$ cat src/rtl/ifu.sv
// Instruction fetch unit: reads a byte-wide instruction memory and assembles
// 1-4 byte instructions, presented to the ECU over a valid/ready handshake.
module ifu #(
    parameter int                 ADDR_W    = 16,
    parameter logic [ADDR_W-1:0]  RESET_VEC = '0
) (
    input  logic              clk,
    input  logic              rst,
    output logic              mem_req,
    output logic [ADDR_W-1:0] mem_addr,
    input  logic              mem_ack,
    input  logic [7:0]        mem_rdata,
    output logic              out_valid,
    input  logic              out_ready,
    output logic [31:0]       raw,
    output logic [1:0]        len,
    output logic [ADDR_W-1:0] insn_pc,
    input  logic              redirect,
    input  logic [ADDR_W-1:0] redirect_addr
);

    localparam logic [1:0] S_OP    = 2'd0;
    localparam logic [1:0] S_OPND  = 2'd1;
    localparam logic [1:0] S_HOLD  = 2'd2;
    localparam logic [1:0] S_DRAIN = 2'd3;

    logic [1:0]        state_q, state_d;
    logic [ADDR_W-1:0] pc_q, pc_d;
    logic              req_q, req_d;
    logic [ADDR_W-1:0] addr_q, addr_d;
    logic              valid_q, valid_d;
    logic [31:0]       raw_q, raw_d;
    logic [1:0]        len_q, len_d;
    logic [ADDR_W-1:0] ipc_q, ipc_d;
    logic [1:0]        idx_q, idx_d;

    always_comb begin
        // NOTE: every next-state signal defaults to its current value so no path infers a latch.
        state_d = state_q;
        pc_d    = pc_q;
        req_d   = req_q;
        addr_d  = addr_q;
        valid_d = valid_q;
        raw_d   = raw_q;
        len_d   = len_q;
        ipc_d   = ipc_q;
        idx_d   = idx_q;

        if (redirect) begin
            pc_d    = redirect_addr;
            valid_d = 1'b0;
            idx_d   = 2'd0;
            raw_d   = '0;
            len_d   = 2'd0;
            // A request already on the bus cannot be withdrawn; absorb its ack first.
            if (req_q && !mem_ack) begin
                state_d = S_DRAIN;
            end else begin
                state_d = S_OP;
                req_d   = 1'b0;
            end
        end else begin
            case (state_q)
                S_OP: begin
                    if (!req_q) begin
                        req_d  = 1'b1;
                        addr_d = pc_q;
                    end else if (mem_ack) begin
                        raw_d = {24'h0, mem_rdata};
                        len_d = mem_rdata[7:6];
                        ipc_d = pc_q;
                        pc_d  = pc_q + 1'b1;
                        idx_d = 2'd1;
                        if (mem_rdata[7:6] == 2'd0) begin
                            state_d = S_HOLD;
                            req_d   = 1'b0;
                            valid_d = 1'b1;
                        end else begin
                            state_d = S_OPND;
                            addr_d  = pc_q + 1'b1;
                        end
                    end
                end
                S_OPND: begin
                    if (!req_q) begin
                        req_d  = 1'b1;
                        addr_d = pc_q;
                    end else if (mem_ack) begin
                        raw_d[{idx_q, 3'b000} +: 8] = mem_rdata;
                        pc_d  = pc_q + 1'b1;
                        idx_d = idx_q + 2'd1;
                        if (idx_q == len_q) begin
                            state_d = S_HOLD;
                            req_d   = 1'b0;
                            valid_d = 1'b1;
                        end else begin
                            addr_d = pc_q + 1'b1;
                        end
                    end
                end
                S_HOLD: begin
                    if (out_ready) begin
                        valid_d = 1'b0;
                        state_d = S_OP;
                    end
                end
                default: begin
                    if (mem_ack) begin
                        req_d   = 1'b0;
                        state_d = S_OP;
                    end
                end
            endcase
        end
    end

    always_ff @(posedge clk) begin
        if (rst) begin
            state_q <= S_OP;
            pc_q    <= RESET_VEC;
            req_q   <= 1'b0;
            addr_q  <= RESET_VEC;
            valid_q <= 1'b0;
            raw_q   <= '0;
            len_q   <= 2'd0;
            ipc_q   <= '0;
            idx_q   <= 2'd0;
        end else begin
            state_q <= state_d;
            pc_q    <= pc_d;
            req_q   <= req_d;
            addr_q  <= addr_d;
            valid_q <= valid_d;
            raw_q   <= raw_d;
            len_q   <= len_d;
            ipc_q   <= ipc_d;
            idx_q   <= idx_d;
        end
    end

    assign mem_req   = req_q;
    assign mem_addr  = addr_q;
    assign out_valid = valid_q;
    assign raw       = raw_q;
    assign len       = len_q;
    assign insn_pc   = ipc_q;

endmodule

$ cat config.mk
export PLATFORM = sky130hd
export DESIGN_NAME = ifu
export DESIGN_NICKNAME = d
export VERILOG_FILES = /design/src/rtl/ifu.sv
export SDC_FILE = /design/constraint.sdc
export NUM_CORES = 1
export LEC_CHECK = 0
export BUFFER_PORTS_ARGS = -buffer_cell sky130_fd_sc_hd__buf_2
export CAP_MARGIN = 20
export CELL_PAD_IN_SITES_DETAIL_PLACEMENT = 0
export CELL_PAD_IN_SITES_GLOBAL_PLACEMENT = 1
export CORE_UTILIZATION = 42
export CTS_BUF_LIST = sky130_fd_sc_hd__clkbuf_2
export CTS_CLUSTER_DIAMETER = 80
export DETAILED_ROUTE_END_ITERATION = 8
export HOLD_SLACK_MARGIN = 0.06
export PLACE_DENSITY = 0.93
export SLEW_MARGIN = 20
export SYNTH_ARGS = -nofsm -noshare
export SYNTH_HDL_FRONTEND = slang
export SYNTH_SLANG_ARGS = --single-unit
export TNS_END_PERCENT = 20
$ cat constraint.sdc
create_clock -name clk -period 2.3 [get_ports clk]
set_input_delay 0.23 -clock clk [delete_from_list [all_inputs] [get_ports clk]]
set_output_delay 0.23 -clock clk [all_outputs]
set_load 0.005 [all_outputs]
After elaboration in Yosys (flattened, before gate mapping):

Cells that the tools add are included.

* bits in writable memories: 0
* word-level logic and storage cells: 109
* register bits: 88
* ROM bits: 0
* input port bits: 29
* memories kept: 0
* bits in latches: 0

* multiply operators: 0
* $lt $le $gt $ge: 0
* equality and inequality tests: 22
* add/sub/neg operators: 3
* bitwise gates (word level): 1
* div/mod/pow operators: 0
* reductions and logical operators: 21
* mux-type cells: 51
* shifts and indexed selects: 2

Operators by type and width (count)
* 16-bit two-way mux: 10
* 32-bit two-way mux: 4
* 32-bit one-hot mux with 2 select lines: 1
* 32-bit bitwise mux: 1
* 16-bit one-hot mux with 2 select lines: 1
* 8-bit by 7-bit variable shift with 32-bit output, first input constant: 1
* 8-bit by 7-bit variable part select with 32-bit output: 1
* 3-bit inequality test, second input constant: 10
* 2-bit two-way mux: 14
* 2-bit inequality test, second input constant: 9
* 16-bit by 1-bit adder with 16-bit output, second input constant: 1
* 1-bit two-way mux: 16
* 3-bit AND reduction: 3
* 8-bit AND reduction: 1
* 2-bit nonzero test: 4
* 5-bit negation with 7-bit output: 1
* 7-bit AND reduction: 1
* 1-bit one-hot mux with 3 select lines: 2
* 2-bit one-hot mux with 3 select lines: 1
* 6-bit AND reduction: 1
* 3-bit nonzero test: 2
* 5-bit AND reduction: 1
* 2-bit logical NOT: 2
* 2-bit one-hot mux with 2 select lines: 1
* other kinds (10): 11

Longest topological paths before layout:

* depth after elaboration: 6
* depth in mapped cells: 6
* mapped depth without buffers: 6

Least setup slack after synthesis:

No wires, ideal clock.

* path kind: register -> register
* start: register idx_q[0]
* end: register raw_q[16], in the netlist raw[16]
* path buffers: 0
* cell stages (with the launch flop): 7
* slack: 0.536 ns
* setup time: 0.067 ns
* required time: 2.233 ns
* data arrival time: 1.697 ns
* path through: dfxtp_1 inv_1 ha_1 nand4b_1 nor3_1 a22oi_1 nor2_1

* word-level cells in the longest chain between the ends: 6
* elaborated cells on any way between the ends: 7
* classes of those cells: add/sub (1); shift (2); mux (4)

RTL lines
* start, declared: line 35 `logic [1:0] idx_q, idx_d;`
* start signal, assigned: line 137 `idx_q <= idx_d;`
* 5-bit negation with 7-bit output (*): line 89 `raw_d[{idx_q, 3'b000} +: 8] = mem_rdata;`
* 8-bit by 7-bit variable part select with 32-bit output or 8-bit by 7-bit variable shift with 32-bit output (tied branches): line 89
* 32-bit bitwise mux (*): line 89
* 32-bit two-way mux (*): line 88 `end else if (mem_ack) begin`
* 32-bit two-way mux (*): line 85 `if (!req_q) begin`
* 32-bit one-hot mux with 2 select lines (*): line 63 `case (state_q)`
* end signal, assigned: line 134 `raw_q <= raw_d;`
* end, declared: line 32 `logic [31:0] raw_q, raw_d;`

Mark *: on every way between the ends. The rest lies on a longest branch, timed or not. The select of a mux whose other input is x is not followed.
A chain may end at the register's enable or synchronous reset.

Worst setup path after layout:

* start: register idx_q[0]
* end: register raw_q[0], in the netlist raw[0]

Same word-level chain as after synthesis.

==> flow_metrics.env <==
export IMPL_yosysWarnings=0
export IMPL_grt_pass1_vias=3517
export IMPL_syn_area_um2=4220
export IMPL_final_cell_mix="buf_2, dfxtp_1, nor2_1, dlygate4sd3_1, a22oi_1"
export IMPL_cp_start_kind="register"
export IMPL_cts_tree="done"
export IMPL_crit_path_max_fanout=8
export IMPL_tightest_slew_ns=0.631
export IMPL_syn_inst=440
export IMPL_startpoint="idx_q[0]"
export IMPL_synth_compound_area_frac=0.189
export IMPL_synthSimpleGateAreaFrac=0.224
export IMPL_wl_um=10700
export IMPL_syn_area_per_cell_um2=9.60
export IMPL_maxSlewHeadroom=0.577
export IMPL_syn_num_nets=475
export IMPL_antennaDiodeCount=0
export IMPL_synthMuxAreaShare=0.0450
export IMPL_grt_usage=0.212
export IMPL_grt_max_degree=50
export IMPL_rows=36
export IMPL_ys_seq_area_frac=0.417
export IMPL_io_pins=97
export IMPL_p_per_area_nw_per_um2=554
export IMPL_final_common_cell="buf_2"
export IMPL_period_share=0.888
export IMPL_final_cell_area_um2=5160
export IMPL_setup_viol_count_final=0
export IMPL_die_area_um2=10500
export IMPL_drc=0
export IMPL_cts_buffers=9
export IMPL_synth_edf_count=0
export IMPL_cts_num_sinks=88
export IMPL_hold_viol=0
export IMPL_synth_seq_cells=88
export IMPL_critical_path_required_ns=2.81
export IMPL_synth_top_area_share=0.417
export IMPL_dr_pass1_iters=4
export IMPL_layout_drive_gt1_share=0.285
export IMPL_synth_top_family_by_area="simple AND/OR/NAND/NOR gates"
export IMPL_ant_nets=0
export IMPL_num_vias=3707
export IMPL_synth_async_reset_ratio=0
export IMPL_stdcell_count=690
export IMPL_cts_root_buffer="clkbuf_2"
export IMPL_fin_crit_ns=2.04
export IMPL_postCtsSetupBuffers=0
export IMPL_core_um2=9770
export IMPL_grt_overflow_total=0
export IMPL_dp_hpwl_um=7650
export IMPL_synthAdderAreaFrac=0.0178
export IMPL_start_util=0.432
export IMPL_synthDistinctLibCells=62
export IMPL_final_nets=587
export IMPL_drt_iter0_drc=315
export IMPL_hold_ws_ns=0.118
export IMPL_chipHeight_um=102
export IMPL_r2r_start="idx_q[0]"
export IMPL_synthTopCellsByArea="dfxtp_1, nor2_1, xnor2_1"
export IMPL_clock_skew_ns=0.0184
export IMPL_ys_flop_type="dfxtp_1"
export IMPL_grt_pass1_wl_um=17200
export IMPL_arrival_ns=2.55
export IMPL_gp_congestion=0.804
export IMPL_peakVddDrop_v=0.000325
export IMPL_viasPerCell=5.37
export IMPL_cts_buffer_depth=2
export IMPL_clkLatencyLatePin_ns=0.55
export IMPL_worstSetupPathType="reg -> reg"
export IMPL_port_buffers=96
export IMPL_min_path_type="in -> reg"
export IMPL_antenna_found_initial=0
export IMPL_post_place_cells=647
export IMPL_final_util=0.528
export IMPL_drv_cap=0
export IMPL_h_tree_depth=3
export IMPL_worstHoldStart="redirect"
export IMPL_syn2layout_area_growth_pct=22.2
export IMPL_tns_ns=0
export IMPL_wl_per_cell_um=15.4
export IMPL_yosysTopAreaCell="dfxtp_1"
export IMPL_die_w_um=102
export IMPL_drv_slew=0
export IMPL_status="completed"
export IMPL_regToRegSetupSlack_ns=0.26
export IMPL_end_kind="register"
export IMPL_rsz0062_at_grt="no"
export IMPL_max_freq_ghz=0.489
export IMPL_clk_pin_slew_ns=0.24
export IMPL_synth_xor_area_share=0.0498
export IMPL_leakagePower_nw=2.04
export IMPL_place_area_um2=4780
==> per-stage QoR <==
step / power [mW] / worst slack (ns)
CTS: 2.88 / 0.269
floorplan: 1.92 / 0.536
global placement: 2.04 / 0.398
global route: 3.00 / 0.0565
detailed placement: 2.05 / 0.325
finish: 2.86 / 0.257
==> final cells by class <==
| cell class | instances | area, µm² |
|---|---|---|
| Inverter | 17 | 63.8 |
| Sequential cell | 88 | 1760 |
| Clock inverter | 7 | 70.1 |
| Clock buffer | 9 | 45.0 |
| Fill cell | 889 | 4610 |
| Tap cell | 133 | 166 |
| Timing Repair Buffer | 134 | 833 |
| Multi-Input combinational cell | 302 | 2220 |
==> per-layer routing <==
| metal | track usage | wire, µm |
|---|---|---|
| met3 | 0.0595 | 653 |
| met1 | 0.278 | 4910 |
| met4 | 0.0626 | 103 |
| met2 | 0.339 | 4990 |
| met5 | 0 | 0 |
==> power breakdown <==
group	switching, mW	internal (mW)	leakage (nW)
Sequential	0.0738	1.58	0.717
Combinational	0.222	0.179	1.25
Clock	0.548	0.252	0.0737
Total	0.844	2.02	2.04
==> registers in the layout, summed over array words and instances, names as in the netlist, 2 cells and up <==
signal,count
state_q,2
idx_q,2
pc_q,16
mem_addr,16
insn_pc,16
len,2
raw,32
==> cells by family after synthesis <==
logic type / after synthesis
AOI/OAI and AO/OA: 103
xor gates and xnor gates: 24
adders and majority gates: 6
buffers and inverters: 50
DFF: 88
muxes: 19
and+or+nand+nor: 150
==> worst paths after layout <==
| kind | to | cells past startpoint |
|---|---|---|
| worst min register to register | mem_addr[3] | 2 |
| worst min-delay path | pc_q[4] | 3 |
| worst max-delay path | raw[0] | 6 |
| worst max register to register | raw[0] | 6 |
==> synth_stat cells, types with 7 or more instances <==
library cell  instances
a211oi_1             23
nand2_1              19
o21ai_0               9
a22o_1                8
nor3_1               10
clkbuf_1             18
inv_1                16
buf_2                 7
nand3_1               7
mux2i_1              19
dfxtp_1              88
a21oi_1               7
nor2_1               67
a22oi_1              24
xnor2_1              23
==> critical path: stages (launching register included) <==
cell	delay [ns]
dfxtp_1	0.53
inv_1	0.17
ha_1	0.41
nand4bb_1	0.26
a21oi_2	0.39
a22oi_1	0.12
nor2_1	0.12
==> timing repair <==
item	4_1_cts	5_1_grt
hold endpoints to repair	52	0
hold buffers	27	0
resized for setup	0	0
No activity file was read; power rests on OpenSTA's default activity.
